File: src/rtl/white_blob_tracker_pkg.sv
// tracker_pkg: shared definitions for the white blob tracker.
//   state_t       FSM encoding (WAIT_SOF, ACCUM)
//   DEF_*_ACTIVE  default raster size
//   coord_w()     width of a coordinate that spans 0..n-1
//   count_w()     width of a hit counter that spans 0..h*v
// The result record depends on the instance's widths, so it is declared
// inside white_blob_tracker from the widths computed here.
package tracker_pkg;

   typedef enum logic {
      WAIT_SOF = 1'b0,
      ACCUM    = 1'b1
   } state_t;

   localparam int DEF_H_ACTIVE = 640;
   localparam int DEF_V_ACTIVE = 480;

   function automatic int coord_w(input int n);
      return (n > 1) ? $clog2(n) : 1;
   endfunction

   function automatic int count_w(input int h, input int v);
      return $clog2(h * v + 1);
   endfunction

endpackage

File: src/rtl/white_blob_tracker_coord.sv
// pixel_coord_counter: raster position of the next expected pixel.
//   clk, reset   pixel clock, async active-high reset
//   pix_valid    a pixel is on the bus this cycle
//   pix_sof      with pix_valid: the pixel on the bus is (0,0)
//   active       a frame is in progress (valid pixels advance the raster)
//   x, y         position the next non-sof pixel occupies
//   last_pixel   x,y is the final pixel of the frame
module pixel_coord_counter
   import tracker_pkg::*;
#(
   parameter int H_ACTIVE = DEF_H_ACTIVE,
   parameter int V_ACTIVE = DEF_V_ACTIVE,
   parameter int XW       = coord_w(H_ACTIVE),
   parameter int YW       = coord_w(V_ACTIVE)
) (
   input  logic          clk,
   input  logic          reset,
   input  logic          pix_valid,
   input  logic          pix_sof,
   input  logic          active,
   output logic [XW-1:0] x,
   output logic [YW-1:0] y,
   output logic          last_pixel
);

   logic x_end, y_end;

   assign x_end      = (x == XW'(H_ACTIVE - 1));
   assign y_end      = (y == YW'(V_ACTIVE - 1));
   assign last_pixel = x_end && y_end;

   always_ff @(posedge clk or posedge reset) begin
      if (reset) begin
         x <= '0;
         y <= '0;
      end else if (pix_valid && pix_sof) begin
         // the sof pixel itself sits at (0,0); the next one is (1,0)
         if (H_ACTIVE > 1) begin
            x <= XW'(1);
            y <= '0;
         end else begin
            x <= '0;
            y <= YW'(1);
         end
      end else if (pix_valid && active) begin
         if (x_end) begin
            x <= '0;
            y <= y_end ? '0 : y + YW'(1);
         end else begin
            x <= x + XW'(1);
         end
      end
   end

endmodule

File: src/rtl/white_blob_tracker.sv
// white_blob_tracker: bounding box, centre and hit count of the white region
// in each frame of a binarised RGB565 pixel stream.
//   clk, reset            pixel clock, async active-high reset
//   pix_valid/sof/data    input pixel stream; sof marks pixel (0,0)
//   res_valid             1-cycle pulse, res_* hold a newly completed frame
//   res_abort             1-cycle pulse, frame dropped by an early sof
//   res_found             res_count >= MIN_COUNT
//   res_min/max_x/y       hit bounding box, res_cx/cy its floor centre
//   res_count             number of hit pixels in the frame
module white_blob_tracker
   import tracker_pkg::*;
#(
   parameter int          H_ACTIVE  = DEF_H_ACTIVE,
   parameter int          V_ACTIVE  = DEF_V_ACTIVE,
   parameter logic [15:0] HIT_MASK  = 16'hFFFF,
   parameter int          MIN_COUNT = 4,
   parameter int          XW        = coord_w(H_ACTIVE),
   parameter int          YW        = coord_w(V_ACTIVE),
   parameter int          CW        = count_w(H_ACTIVE, V_ACTIVE)
) (
   input  logic          clk,
   input  logic          reset,
   input  logic          pix_valid,
   input  logic          pix_sof,
   input  logic [15:0]   pix_data,
   output logic          res_valid,
   output logic          res_abort,
   output logic          res_found,
   output logic [XW-1:0] res_min_x,
   output logic [XW-1:0] res_max_x,
   output logic [YW-1:0] res_min_y,
   output logic [YW-1:0] res_max_y,
   output logic [XW-1:0] res_cx,
   output logic [YW-1:0] res_cy,
   output logic [CW-1:0] res_count
);

   typedef struct packed {
      logic [XW-1:0] min_x;
      logic [XW-1:0] max_x;
      logic [YW-1:0] min_y;
      logic [YW-1:0] max_y;
      logic [XW-1:0] cx;
      logic [YW-1:0] cy;
      logic [CW-1:0] count;
      logic          found;
   } result_t;

   state_t        state, state_nx;
   logic [XW-1:0] x, cur_x;
   logic [YW-1:0] y, cur_y;
   logic          last_pixel, hit;
   logic          accept, frame_done, frame_abort;

   logic [XW-1:0] min_x, max_x, base_min_x, base_max_x, nx_min_x, nx_max_x;
   logic [YW-1:0] min_y, max_y, base_min_y, base_max_y, nx_min_y, nx_max_y;
   logic [CW-1:0] count, base_count, nx_count;
   logic [XW:0]   sum_x;
   logic [YW:0]   sum_y;
   result_t       fin, res;

   pixel_coord_counter #(
      .H_ACTIVE (H_ACTIVE),
      .V_ACTIVE (V_ACTIVE),
      .XW       (XW),
      .YW       (YW)
   ) u_coord (
      .clk        (clk),
      .reset      (reset),
      .pix_valid  (pix_valid),
      .pix_sof    (pix_sof),
      .active     (state == ACCUM),
      .x          (x),
      .y          (y),
      .last_pixel (last_pixel)
   );

   // ---------------- FSM ----------------
   always_ff @(posedge clk or posedge reset) begin
      if (reset) state <= WAIT_SOF;
      else       state <= state_nx;
   end

   always_comb begin
      state_nx    = state;
      accept      = 1'b0;
      frame_done  = 1'b0;
      frame_abort = 1'b0;
      case (state)
         WAIT_SOF: begin
            // stray pixels before a sof are dropped
            if (pix_valid && pix_sof) begin
               accept   = 1'b1;
               state_nx = ACCUM;
            end
         end
         ACCUM: begin
            if (pix_valid) begin
               accept = 1'b1;
               // a sof wins over last_pixel: the frame restarts here
               if (pix_sof) begin
                  frame_abort = 1'b1;
               end else if (last_pixel) begin
                  frame_done = 1'b1;
                  state_nx   = WAIT_SOF;
               end
            end
         end
         default: state_nx = WAIT_SOF;
      endcase
   end

   // ---------------- accumulators ----------------
   assign cur_x = pix_sof ? '0 : x;
   assign cur_y = pix_sof ? '0 : y;
   assign hit   = ((pix_data & HIT_MASK) == HIT_MASK);

   // the sof pixel starts from fresh accumulator values, so the frame
   // restart and the evaluation of pixel (0,0) happen in one cycle
   always_comb begin
      base_min_x = pix_sof ? '1 : min_x;
      base_max_x = pix_sof ? '0 : max_x;
      base_min_y = pix_sof ? '1 : min_y;
      base_max_y = pix_sof ? '0 : max_y;
      base_count = pix_sof ? '0 : count;
      nx_min_x   = base_min_x;
      nx_max_x   = base_max_x;
      nx_min_y   = base_min_y;
      nx_max_y   = base_max_y;
      nx_count   = base_count;
      if (hit) begin
         if (cur_x < base_min_x) nx_min_x = cur_x;
         if (cur_x > base_max_x) nx_max_x = cur_x;
         if (cur_y < base_min_y) nx_min_y = cur_y;
         if (cur_y > base_max_y) nx_max_y = cur_y;
         nx_count = base_count + CW'(1);
      end
   end

   always_ff @(posedge clk or posedge reset) begin
      if (reset) begin
         min_x <= '1;
         max_x <= '0;
         min_y <= '1;
         max_y <= '0;
         count <= '0;
      end else if (accept) begin
         min_x <= nx_min_x;
         max_x <= nx_max_x;
         min_y <= nx_min_y;
         max_y <= nx_max_y;
         count <= nx_count;
      end
   end

   // ---------------- result ----------------
   // one extra bit keeps min+max from wrapping before the halving
   assign sum_x = {1'b0, nx_min_x} + {1'b0, nx_max_x};
   assign sum_y = {1'b0, nx_min_y} + {1'b0, nx_max_y};

   always_comb begin
      fin = '0;
      // an empty frame reports zeros, not the all-ones min seeds
      if (nx_count != '0) begin
         fin.min_x = nx_min_x;
         fin.max_x = nx_max_x;
         fin.min_y = nx_min_y;
         fin.max_y = nx_max_y;
         fin.cx    = sum_x[XW:1];
         fin.cy    = sum_y[YW:1];
         fin.count = nx_count;
         fin.found = (nx_count >= CW'(MIN_COUNT));
      end
   end

   always_ff @(posedge clk or posedge reset) begin
      if (reset) begin
         res       <= '0;
         res_valid <= 1'b0;
         res_abort <= 1'b0;
      end else begin
         res_valid <= frame_done;
         res_abort <= frame_abort;
         if (frame_done) res <= fin;
      end
   end

   assign res_min_x = res.min_x;
   assign res_max_x = res.max_x;
   assign res_min_y = res.min_y;
   assign res_max_y = res.max_y;
   assign res_cx    = res.cx;
   assign res_cy    = res.cy;
   assign res_count = res.count;
   assign res_found = res.found;

endmodule

File: config.mk
export PLATFORM = sky130hd
export DESIGN_NAME = white_blob_tracker
export DESIGN_NICKNAME = d
export VERILOG_FILES = /design/src/rtl/white_blob_tracker_pkg.sv /design/src/rtl/white_blob_tracker_coord.sv /design/src/rtl/white_blob_tracker.sv
export SDC_FILE = /design/constraint.sdc
export NUM_CORES = 1
export LEC_CHECK = 0
export BUFFER_PORTS_ARGS = -buffer_cell sky130_fd_sc_hd__buf_2
export CAP_MARGIN = 20
export CORE_MARGIN = 2
export CORE_UTILIZATION = 54
export DETAILED_ROUTE_END_ITERATION = 16
export PLACE_DENSITY = 0.77
export REMOVE_ABC_BUFFERS = 1
export SYNTH_ARGS = -nofsm -noshare
export SYNTH_HDL_FRONTEND = slang
export SYNTH_SLANG_ARGS = --single-unit
File: constraint.sdc
create_clock -name clk -period 4.1 [get_ports clk]
set_input_delay 0.205 -clock clk [delete_from_list [all_inputs] [get_ports clk]]
set_output_delay 0.205 -clock clk [all_outputs]
set_load 0.01 [all_outputs]
# Yosys cells after proc, flatten, opt, wreduce, memory -nomap -nowiden
# Cells that the tools add are included.
[classes]
addsub = 5
n_lt_le_gt_ge = 5
n_eq_ne = 3
mux = 38
bitwise = 1
reduce_logical = 7
[op_table]
columns = ["operator", "n"]
rows = [
  ["two-way mux 10 bit", 10],
  ["two-way mux 9 bit", 11],
  ["two-way mux 77 bit", 1],
  ["two-way mux 19 bit", 2],
  ["adder 19 x 1 -> 19 bit, second input constant", 1],
  [">= comparator 19 x 3 -> 1 bit, second input constant", 1],
  ["nonzero test 19 bit", 1],
  ["== test 16 bit, second input constant", 1],
  ["two-way mux 1 bit", 12],
  ["adder 10 x 10 -> 11 bit", 1],
  ["adder 10 x 1 -> 10 bit, second input constant", 1],
  ["adder 9 x 9 -> 10 bit", 1],
  ["== test 10 bit, second input constant", 1],
  ["greater-than comparator 10 bit", 1],
  ["less-than comparator 10 bit", 1],
  ["adder 9 x 1 -> 9 bit, second input constant", 1],
  ["== test 9 bit, second input constant", 1],
  ["greater-than comparator 9 bit", 1],
  ["less-than comparator 9 bit", 1],
  ["one-hot mux 1 bit (2 select lines)", 2],
  ["nonzero test 2 bit", 2],
  ["logical AND 1 bit", 3],
  ["AND reduction 2 bit", 1],
  ["NOT 1 bit", 1],
]
[word_totals]
reg_bits = 156
in_bits = 20
output_inout_bits = 79
elab_cells = 77

# Longest topological paths before layout
# Gate-level depths: netlist (run 1).
[depth]
ltp_word = 6
depth_mapped = 26
ltp_nobuf = 22

# By module
# A second synthesis (run 1) with hierarchy kept.
[unflattened]
hier_cells = 1069
area_unflattened_um2 = 9281.4
[by_module_without_submodules]
columns = ["mod", "n_inst", "cells_each", "area_per_inst_um2", "seq_area_each_um2"]
rows = [
  ["white_blob_tracker", 1, 950, 8199.1, 3452.1],
  ["pixel_coord_counter", 1, 119, 1082.3, 475.5],
]

# Worst setup path before layout (run 1)
# OpenSTA, ideal clock, no wires.
[synth_path]
path_type = "input port to flip-flop"
from = "in pix_sof"
to = "reg res (netlist bit res_cx[9])"
setup_ps = 127
t_arrival_ps = 4781
required_ps = 3973
setup_slack_ps = -809
path_stages = 23
path_buffers = 4
path_cell_list = "clkbuf_1 -> clkinv_1 -> clkbuf_1 -> clkbuf_1 -> buf_1 -> nand2_1 -> ha_1 -> nor4bb_1 -> nor4b_1 -> a211oi_1 -> o31ai_2 -> mux2i_1 -> nor2_1 -> fa_1 -> a21o_1 -> a21oi_1 -> o21ai_0 -> a21oi_1 -> o21bai_1 -> a21oi_1 -> nor2_1 -> a211oi_1 -> o21ai_0"
[synth_between]
elab_chain_cells = 6
elab_cells_between_ends = 18
classes_between = "add/sub (2); order compare (2); mux (13); reduce/logical (1)"
[synth_lines]
columns = ["item", "line_no", "source"]
rows = [
  ["from (decl)", "white_blob_tracker.sv:24", "input logic pix_sof,"],
  ["two-way mux 10 bit, on equally long branches", "white_blob_tracker.sv:114, white_blob_tracker.sv:121, white_blob_tracker.sv:122", ""],
  ["less-than comparator 10 bit or greater-than comparator 10 bit (tied branches)", "white_blob_tracker.sv:132, white_blob_tracker.sv:133", ""],
  ["two-way mux 10 bit, on equally long branches", "white_blob_tracker.sv:132, white_blob_tracker.sv:133", ""],
  ["two-way mux 10 bit", "white_blob_tracker.sv:131", "if (hit) begin"],
  ["adder 10 x 10 -> 11 bit", "white_blob_tracker.sv:158", "assign sum_x = {1'b0, nx_min_x} + {1'b0, nx_max_x};"],
  ["two-way mux 77 bit", "white_blob_tracker.sv:164", "if (nx_count != '0) begin"],
  ["to (signal assigned)", "white_blob_tracker.sv:184", "if (frame_done) res <= fin;"],
  ["to (decl)", "white_blob_tracker.sv:60", "result_t fin, res;"],
]
# Parallel ways exist; a longest one is shown, timed or not.
# A chain may end at the register's enable or synchronous reset.

# Worst setup path after layout (run 1)
[layout_path]
from = "reg u_coord.y[2]"
to = "reg res (netlist bit res_cy[6])"
[layout_between]
elab_chain_cells = 6
elab_cells_between_ends = 15
classes_between = "add/sub (1); order compare (2); eq/ne (1); mux (10); reduce/logical (1)"
[layout_lines]
columns = ["item", "line_no", "source"]
rows = [
  ["from (decl)", "white_blob_tracker_coord.sv:22", "output logic [YW-1:0] y,"],
  ["from (signal assigned)", "white_blob_tracker_coord.sv:48", "y <= y_end ? '0 : y + YW'(1);"],
  ["two-way mux 9 bit", "white_blob_tracker.sv:115", "assign cur_y = pix_sof ? '0 : y;"],
  ["less-than comparator 9 bit", "white_blob_tracker.sv:134", "if (cur_y < base_min_y) nx_min_y = cur_y;"],
  ["two-way mux 9 bit", "white_blob_tracker.sv:134", ""],
  ["two-way mux 9 bit", "white_blob_tracker.sv:131", ""],
  ["via nx_min_y[1]", "white_blob_tracker.sv:56", "logic [YW-1:0] min_y, max_y, base_min_y, base_max_y, nx_min_y, nx_max_y;"],
  ["adder 9 x 9 -> 10 bit", "white_blob_tracker.sv:159", "assign sum_y = {1'b0, nx_min_y} + {1'b0, nx_max_y};"],
  ["two-way mux 77 bit", "white_blob_tracker.sv:164", ""],
]
# The timed path passes the listed nets, and every way through them passes these cells.

==> flow_summary.yaml, run 1 <==
layout:
  diodes: 0
  fin_cells: 1514
  drive_gt1_share_pct: 26.2
  fin_util_pct: 70.2
  fillCellCount: 1329
  nets: 1355
  area_delta_synth_final_pct: 27.2
place:
  hpwl_mm: 16.8
  dp.cells: 1466
  pre_cts_ws_ps: -152
  gp_congestion: 0.896
  io_buffers: 98
power_and_ir_drop:
  p_per_area_nw_per_um2: 323
  leakage_nw: 5.74
  ir_drop_v: 0.000302
routing:
  drc_errors: 0
  dr.pass1.iters: 5
  wirelength_mm: 25.0
  ant_nets: 0
  avgRoutedWirePerCell_um: 16.5
  via_count: 8614
  viasPerCell: 5.69
  drtIter0Drc: 724
clock_tree:
  cts_tree: "done"
  cts_buffers: 17
  ctsHoldBuffers: 0
  cts-root-buf: "clkbuf_16"
  path_clk_slew_ps: 60
  clock_tree.buffer_depth: 2
  h-tree-depth: 4
  cts_sinks: 156
  clk_latency_ps: 440
floorplanning:
  die_x_um: 134
  die_h_um: 134
  pin_count: 99
  rows: 47
  initial_core_util_pct: 55.2
  coreArea_um2: 16600
  die_area_um2: 18000
worst_setup_path:
  critPathLaunchType: "flip-flop"
  path_max_fanout: 6
  critical_path_class: "reg -> reg"
  arrival_ps: 4470
  crit_path_end_kind: "flip-flop"
  required_ps: 4460
global_route:
  grt_pass1_wl_mm: 39.8
  use_met2_pct: 45.5
  grt_usage_pct: 27.5
  grt_pass1_vias: 8191
  antenna_found_initial: 0
  top_usage_layer: "met2"
  grt_max_degree: 101
  grt.overflow.total: 0
  use_met1_pct: 36.4
  use_met3_pct: 4.50
status:
  violations: "hold timing, setup timing"
  status: "finished, violations left"
synth:
  syn_area_per_cell_um2: 8.39
  ys_types: 70
  syn_inst: 1091
  synth_edf_count: 0
  synth_top_cell_by_area: "dfrtp_1"
  netlist.area_leader.share_pct: 37.4
  yosys_warnings: 0
  synthArstFlopShare_pct: 100
  synth_ff_type: "dfrtp_1"
  netlist_area_um2: 9160
  yosys-top-cells-area: "dfrtp_1 37%, o21ai_0 8.7%, nand2_1 8.2%"
  ys_seq_area_share_pct: 42.9
  ys_seq_elements: 156
sta:
  skew_ps: 6.70
  hold_slack_ps: -27.9
  layout_setup_ws_ps: -13.5
  fin_crit_sh_pct: 100
  slew_headroom_pct: 39.7
  setup_violations: 1
  slew_violations: 0
  rsz0062_at_grt: "true"
  tightest_slew_ps: 905
  achievable-frequency_ghz: 0.243
  hold_viol_final: 46
  period_needed_ps: 4110
run:
  maxCapViolations: 0
min_path:
  hold_path.class: "in -> async"
through the flow:
stage,instance area [µm²],setup TNS (ps),power [mW]
after floorplan,8920,-53840,1.82
after global placement,10600,-477,1.95
after detailed placement,10600,-697,1.97
after CTS,11300,0,3.73
after global routing,11600,-496,3.87
final,11600,-13.5,3.76
state kept, by name (all words and copies together) (netlist names):
name / cells
max_y: 9
res_found: 1
res_count: 19
u_coord.y: 9
max_x: 10
res_abort: 1
count: 19
res_cx: 10
res_min_y: 9
res_min_x: 10
res_max_x: 10
res_cy: 9
res_max_y: 9
u_coord.x: 10
res_valid: 1
min_x: 10
min_y: 9
state: 1
metal layers:
layer / up-vias / wire length (µm)
li1: 4156 / -
met1: 4102 / 10900
met2: 291 / 12100
met3: 65 / 1160
met4: 0 / 861
met5: - / 0
critical path, stage by stage (launching register included):
cell and delay (ps):
dfrtp_1 440, nor2b_1 330, ha_1 300, a21oi_2 150
o211a_1 200, nor2_2 50, or3_4 390, buf_6 150
o21ai_4 150, inv_2 50, ha_1 190, a21o_1 200
a21o_1 150, a21o_1 170, a21oi_2 150, inv_1 80
or3_1 360, mux2i_2 250, a2111oi_4 90, o21ai_1 170
power by group:
group	total (mW)	leakage [nW]	switching (mW)	internal (mW)
logic	0.367	3.33	0.224	0.143
registers	1.61	2.10	0.0290	1.59
clock network	1.78	0.310	0.676	1.10
cells in the final DEF, fill, tap and decap left out, drive strengths merged, types with 14 or more instances in the layout:
cell type / n
buf: 230
nand2: 201
o21ai: 177
dfrtp: 137
nor2: 75
inv: 60
ha: 52
a21oi: 43
xnor2: 33
nor2b: 32
nand4: 24
nor3: 22
nand3: 19
dfstp: 19
clkbuf: 19
xor2: 16
a31oi: 14
worst paths after layout:
kind | start | end | slack [ps] | depth (start not counted)
setup / recovery | u_coord.y[2] | res_cy[6] | -10 | 19
hold / removal | reset | res_valid | -30 | 2
setup reg to reg | u_coord.y[2] | res_cy[6] | -10 | 19
hold reg to reg | res_count[9] | res_count[9] | 470 | 2
max in group asynchronous | reset | min_x[3] | 3160 | 3
min in group clk | pix_valid | u_coord.x[4] | 110 | 2
cell type report:
| class | count | area [µm²] | area share, % |
|---|---|---|---|
| Multi-Input combinational cell | 817 | 5030 | 43.2 |
| Sequential cell | 156 | 3930 | 33.8 |
| Timing Repair Buffer | 230 | 1530 | 13.1 |
| Clock buffer | 19 | 443 | 3.80 |
| Tap cell | 220 | 275 | 2.36 |
| Inverter | 59 | 226 | 1.94 |
| Clock inverter | 13 | 213 | 1.83 |
kinds of logic after synthesis:
| kind of cell | after synthesis | synth area share (%) |
|---|---|---|
| AND/OR/NAND/NOR | 417 | 20.9 |
| multiplexers | 4 | 0.451 |
| buffers and inverters | 118 | 4.95 |
| XOR/XNOR | 49 | 4.69 |
| AO/OA/AOI/OAI | 293 | 18.5 |
| flip-flops | 156 | 42.9 |
| adder cells (fa/ha/maj) | 54 | 7.54 |
Yosys cell counts (5+ instances only):
| cell type | number |
|---|---|
| nand3_1 | 19 |
| ha_1 | 52 |
| nor3_1 | 22 |
| clkbuf_1 | 45 |
| a21o_1 | 12 |
| a21oi_1 | 43 |
| dfstp_2 | 19 |
| dfrtp_1 | 137 |
| a31oi_1 | 14 |
| nor2_1 | 73 |
| and3_1 | 7 |
| o21ai_1 | 16 |
| buf_1 | 6 |
| nand2b_1 | 5 |
| nand2_1 | 201 |
| o31ai_1 | 5 |
| nor4_1 | 9 |
| o21ai_0 | 160 |
| xor2_1 | 16 |
| nand4_1 | 24 |
| xnor2_1 | 33 |
| inv_1 | 58 |
| nor2b_1 | 32 |
| o21a_1 | 5 |
timing repair:
item,in CTS,in global routing
pin swaps,1,29
setup endpoints to repair,6,8
setup buffers,1,15
resized for setup,7,61
Power figures use the tool's default switching activity.
==> inputs of run 2 (changes only) <==
--- a/config.mk
+++ b/config.mk
@@ -5,11 +5,12 @@
 export SDC_FILE = /design/constraint.sdc
 export NUM_CORES = 1
 export LEC_CHECK = 0
-export BUFFER_PORTS_ARGS = -buffer_cell sky130_fd_sc_hd__buf_2
+export BUFFER_PORTS_ARGS = -buffer_cell sky130_fd_sc_hd__buf_4
 export CAP_MARGIN = 20
 export CORE_MARGIN = 2
 export CORE_UTILIZATION = 54
 export DETAILED_ROUTE_END_ITERATION = 16
+export HOLD_SLACK_MARGIN = 0.06
 export PLACE_DENSITY = 0.77
 export REMOVE_ABC_BUFFERS = 1
 export SYNTH_ARGS = -nofsm -noshare
==> run 2 against run 1 <==
The run now ends clean. Via count stayed put. Worst setup slack improved by 130 ps. Worst hold slack gained 370 ps. Sequential share of layout area fell by 0.19 points. Clock-buffer cell count shrank 2. Design area is 0.49% higher. Final cell count is 0.86% lower. Non-clock buffer count decreased by 13. Combinational power rose by 3%. Core utilization up 0.35 points. Clock power decreased by 16%. Wire length decreased by 2.2%. Critical path type unchanged. Largest cell class unchanged. Highest routed layer unchanged.
==> flow_summary.yaml, run 2 (same netlist as run 1, synthesis figures left out) <==
status:
  status: "finished clean"
layout:
  final_area_um2: 11700
  drive_gt1_share_pct: 24.8
  final_common_cell: "buf_4"
  fin_util_pct: 70.6
  fin_cells: 1501
  nets: 1342
  area_delta_synth_final_pct: 27.8
  final_cell_mix: "208 x buf_4, 200 x nand2_1, 145 x o21ai_0"
  diodes: 0
clock_tree:
  h-tree-depth: 4
  cts_buffers: 17
  cts_tree: "done"
  cts_sinks: 156
  cts-root-buf: "clkbuf_16"
  clk_latency_ps: 440
  path_clk_slew_ps: 70
  clock_tree.buffer_depth: 2
global_route:
  grt_usage_pct: 27.2
  grt_pass1_wl_mm: 39.6
  grt_max_degree: 105
  grt.overflow.total: 0
  grt_pass1_vias: 8298
  antenna_found_initial: 0
worst_setup_path:
  critical_path_class: "reg -> reg"
  path_max_fanout: 10
  rr_worst_depth: 22
  rr_endpoint: "res_cy[6]"
  required_ps: 4460
  startpoint: "u_coord.y[1]"
  r2r-start: "u_coord.y[1]"
  arrival_ps: 4350
  rrSetupSlack_ps: 120
  critPathLaunchType: "flip-flop"
  crit_path_end_kind: "flip-flop"
sta:
  hold_viol_final: 0
  skew_ps: 8.28
  slew_violations: 0
  hold_slack_ps: 347
  slew_headroom_pct: 37.6
  period_needed_ps: 3980
  setup_violations: 0
  achievable-frequency_ghz: 0.251
  tightest_slew_ps: 936
  fin_crit_sh_pct: 97.1
  setup_tns_ps: 0
routing:
  drc_errors: 0
  avgRoutedWirePerCell_um: 16.3
  route.met2.wl_mm: 11.9
  wirelength_mm: 24.5
  via_count: 8614
  route.met3.wl_mm: 1.22
  dr.pass1.iters: 6
  wl_met1_mm: 10.7
  highest_layer: "met4"
  drtIter0Drc: 792
  viasPerCell: 5.74
  ant_nets: 0
power_and_ir_drop:
  leakage_nw: 5.67
  p_per_area_nw_per_um2: 298
  ir_drop_v: 0.000305
run:
  maxCapViolations: 0
place:
  dp.cells: 1460
  hpwl_mm: 17.2
  io_buffers: 98
  placement.cell_area_um2: 10800
  gp_congestion: 0.928
min_path:
  min_to: "u_coord.x[4]"
  hold_path.startpoint: "pix_sof"
  whs_path_depth: 4
  hold_path.class: "in -> reg"
floorplanning:
  coreArea_um2: 16600
  pin_count: 99
  die_area_um2: 18000
  die_x_um: 134
  die_h_um: 134
  rows: 47
  initial_core_util_pct: 55.2
-- run 2: changes by cell type in the layout (fill, tap and decap cells not counted), moves of 5 or more --
cell | previous run | this run
buf_2 | 98 | 0
buf_4 | 127 | 208
bufinv_16 | 5 | 0
inv_6 | 3 | 8
-- run 2: report_power, final --
| part | internal [mW] | switching (mW) |
|---|---|---|
| Combinational | 0.152 | 0.225 |
| Clock | 0.794 | 0.710 |
| Sequential | 1.58 | 0.0262 |
| Total | 2.53 | 0.962 |
-- run 2: repair_timing --
item                                    CTS  global route
cloned                                    0             0
hold endpoints to repair                 93             0
endpoints found under the setup margin    5            10
pin swaps                                 1            15
buffers inserted                          0             7
hold buffers                              2             0
resized for setup                         7            58
-- run 2: worst max path at each step --
| stage | endpoint | slack [ps] | cells after the start |
|---|---|---|---|
| detailed placement | res_cx[9] | -220 | 21 |
| global placement | res_cx[9] | -140 | 21 |
| global route | res_cx[9] | -70 | 19 |
| floorplan | res_cx[9] | -700 | 19 |
| finish | res_cy[6] | 120 | 22 |
| CTS | res_cx[9] | 3 | 20 |
-- run 2: layout make-up --
class | count | area, µm²
clock buffer | 17 | 425
clock inverter | 15 | 126
fill | 1264 | 4880
inverter | 59 | 226
multi-input combinational | 817 | 5020
sequential | 156 | 3930
tap | 220 | 275
timing repair buffer | 217 | 1700
-- run 2: layer usage --
metal | track usage [%] | vias to the layer above
met3 | 4.88 | 65
met5 | 0 | -
met1 | 35.7 | 4143
met2 | 45.4 | 276
li1 | - | 4130
met4 | 10.1 | 0
-- run 2: critical path, cell delays in order (launching register included) --
cell and delay (ps):
dfrtp_1 390, nor2b_2 180, ha_1 310, nor2b_1 140, o21a_1 160, o21ai_1 170, a21oi_2 90, nor2_1 140
nor3_1 70, buf_4 170, buf_4 160, a21oi_1 170, inv_1 80, ha_1 180, a21o_1 170, a21o_1 170
a21o_1 190, a21oi_2 170, inv_1 80, or3_1 320, mux2i_1 170, a2111oi_1 80, o21ai_1 150
-- run 2: per-stage QoR --
| step | power (mW) | worst slack [ps] |
|---|---|---|
| after CTS | 3.47 | 3.34 |
| after detailed placement | 1.97 | -218 |
| after global routing | 3.63 | -68.8 |
| final | 3.49 | 117 |
| after floorplan | 1.82 | -702 |
| after global placement | 1.96 | -137 |
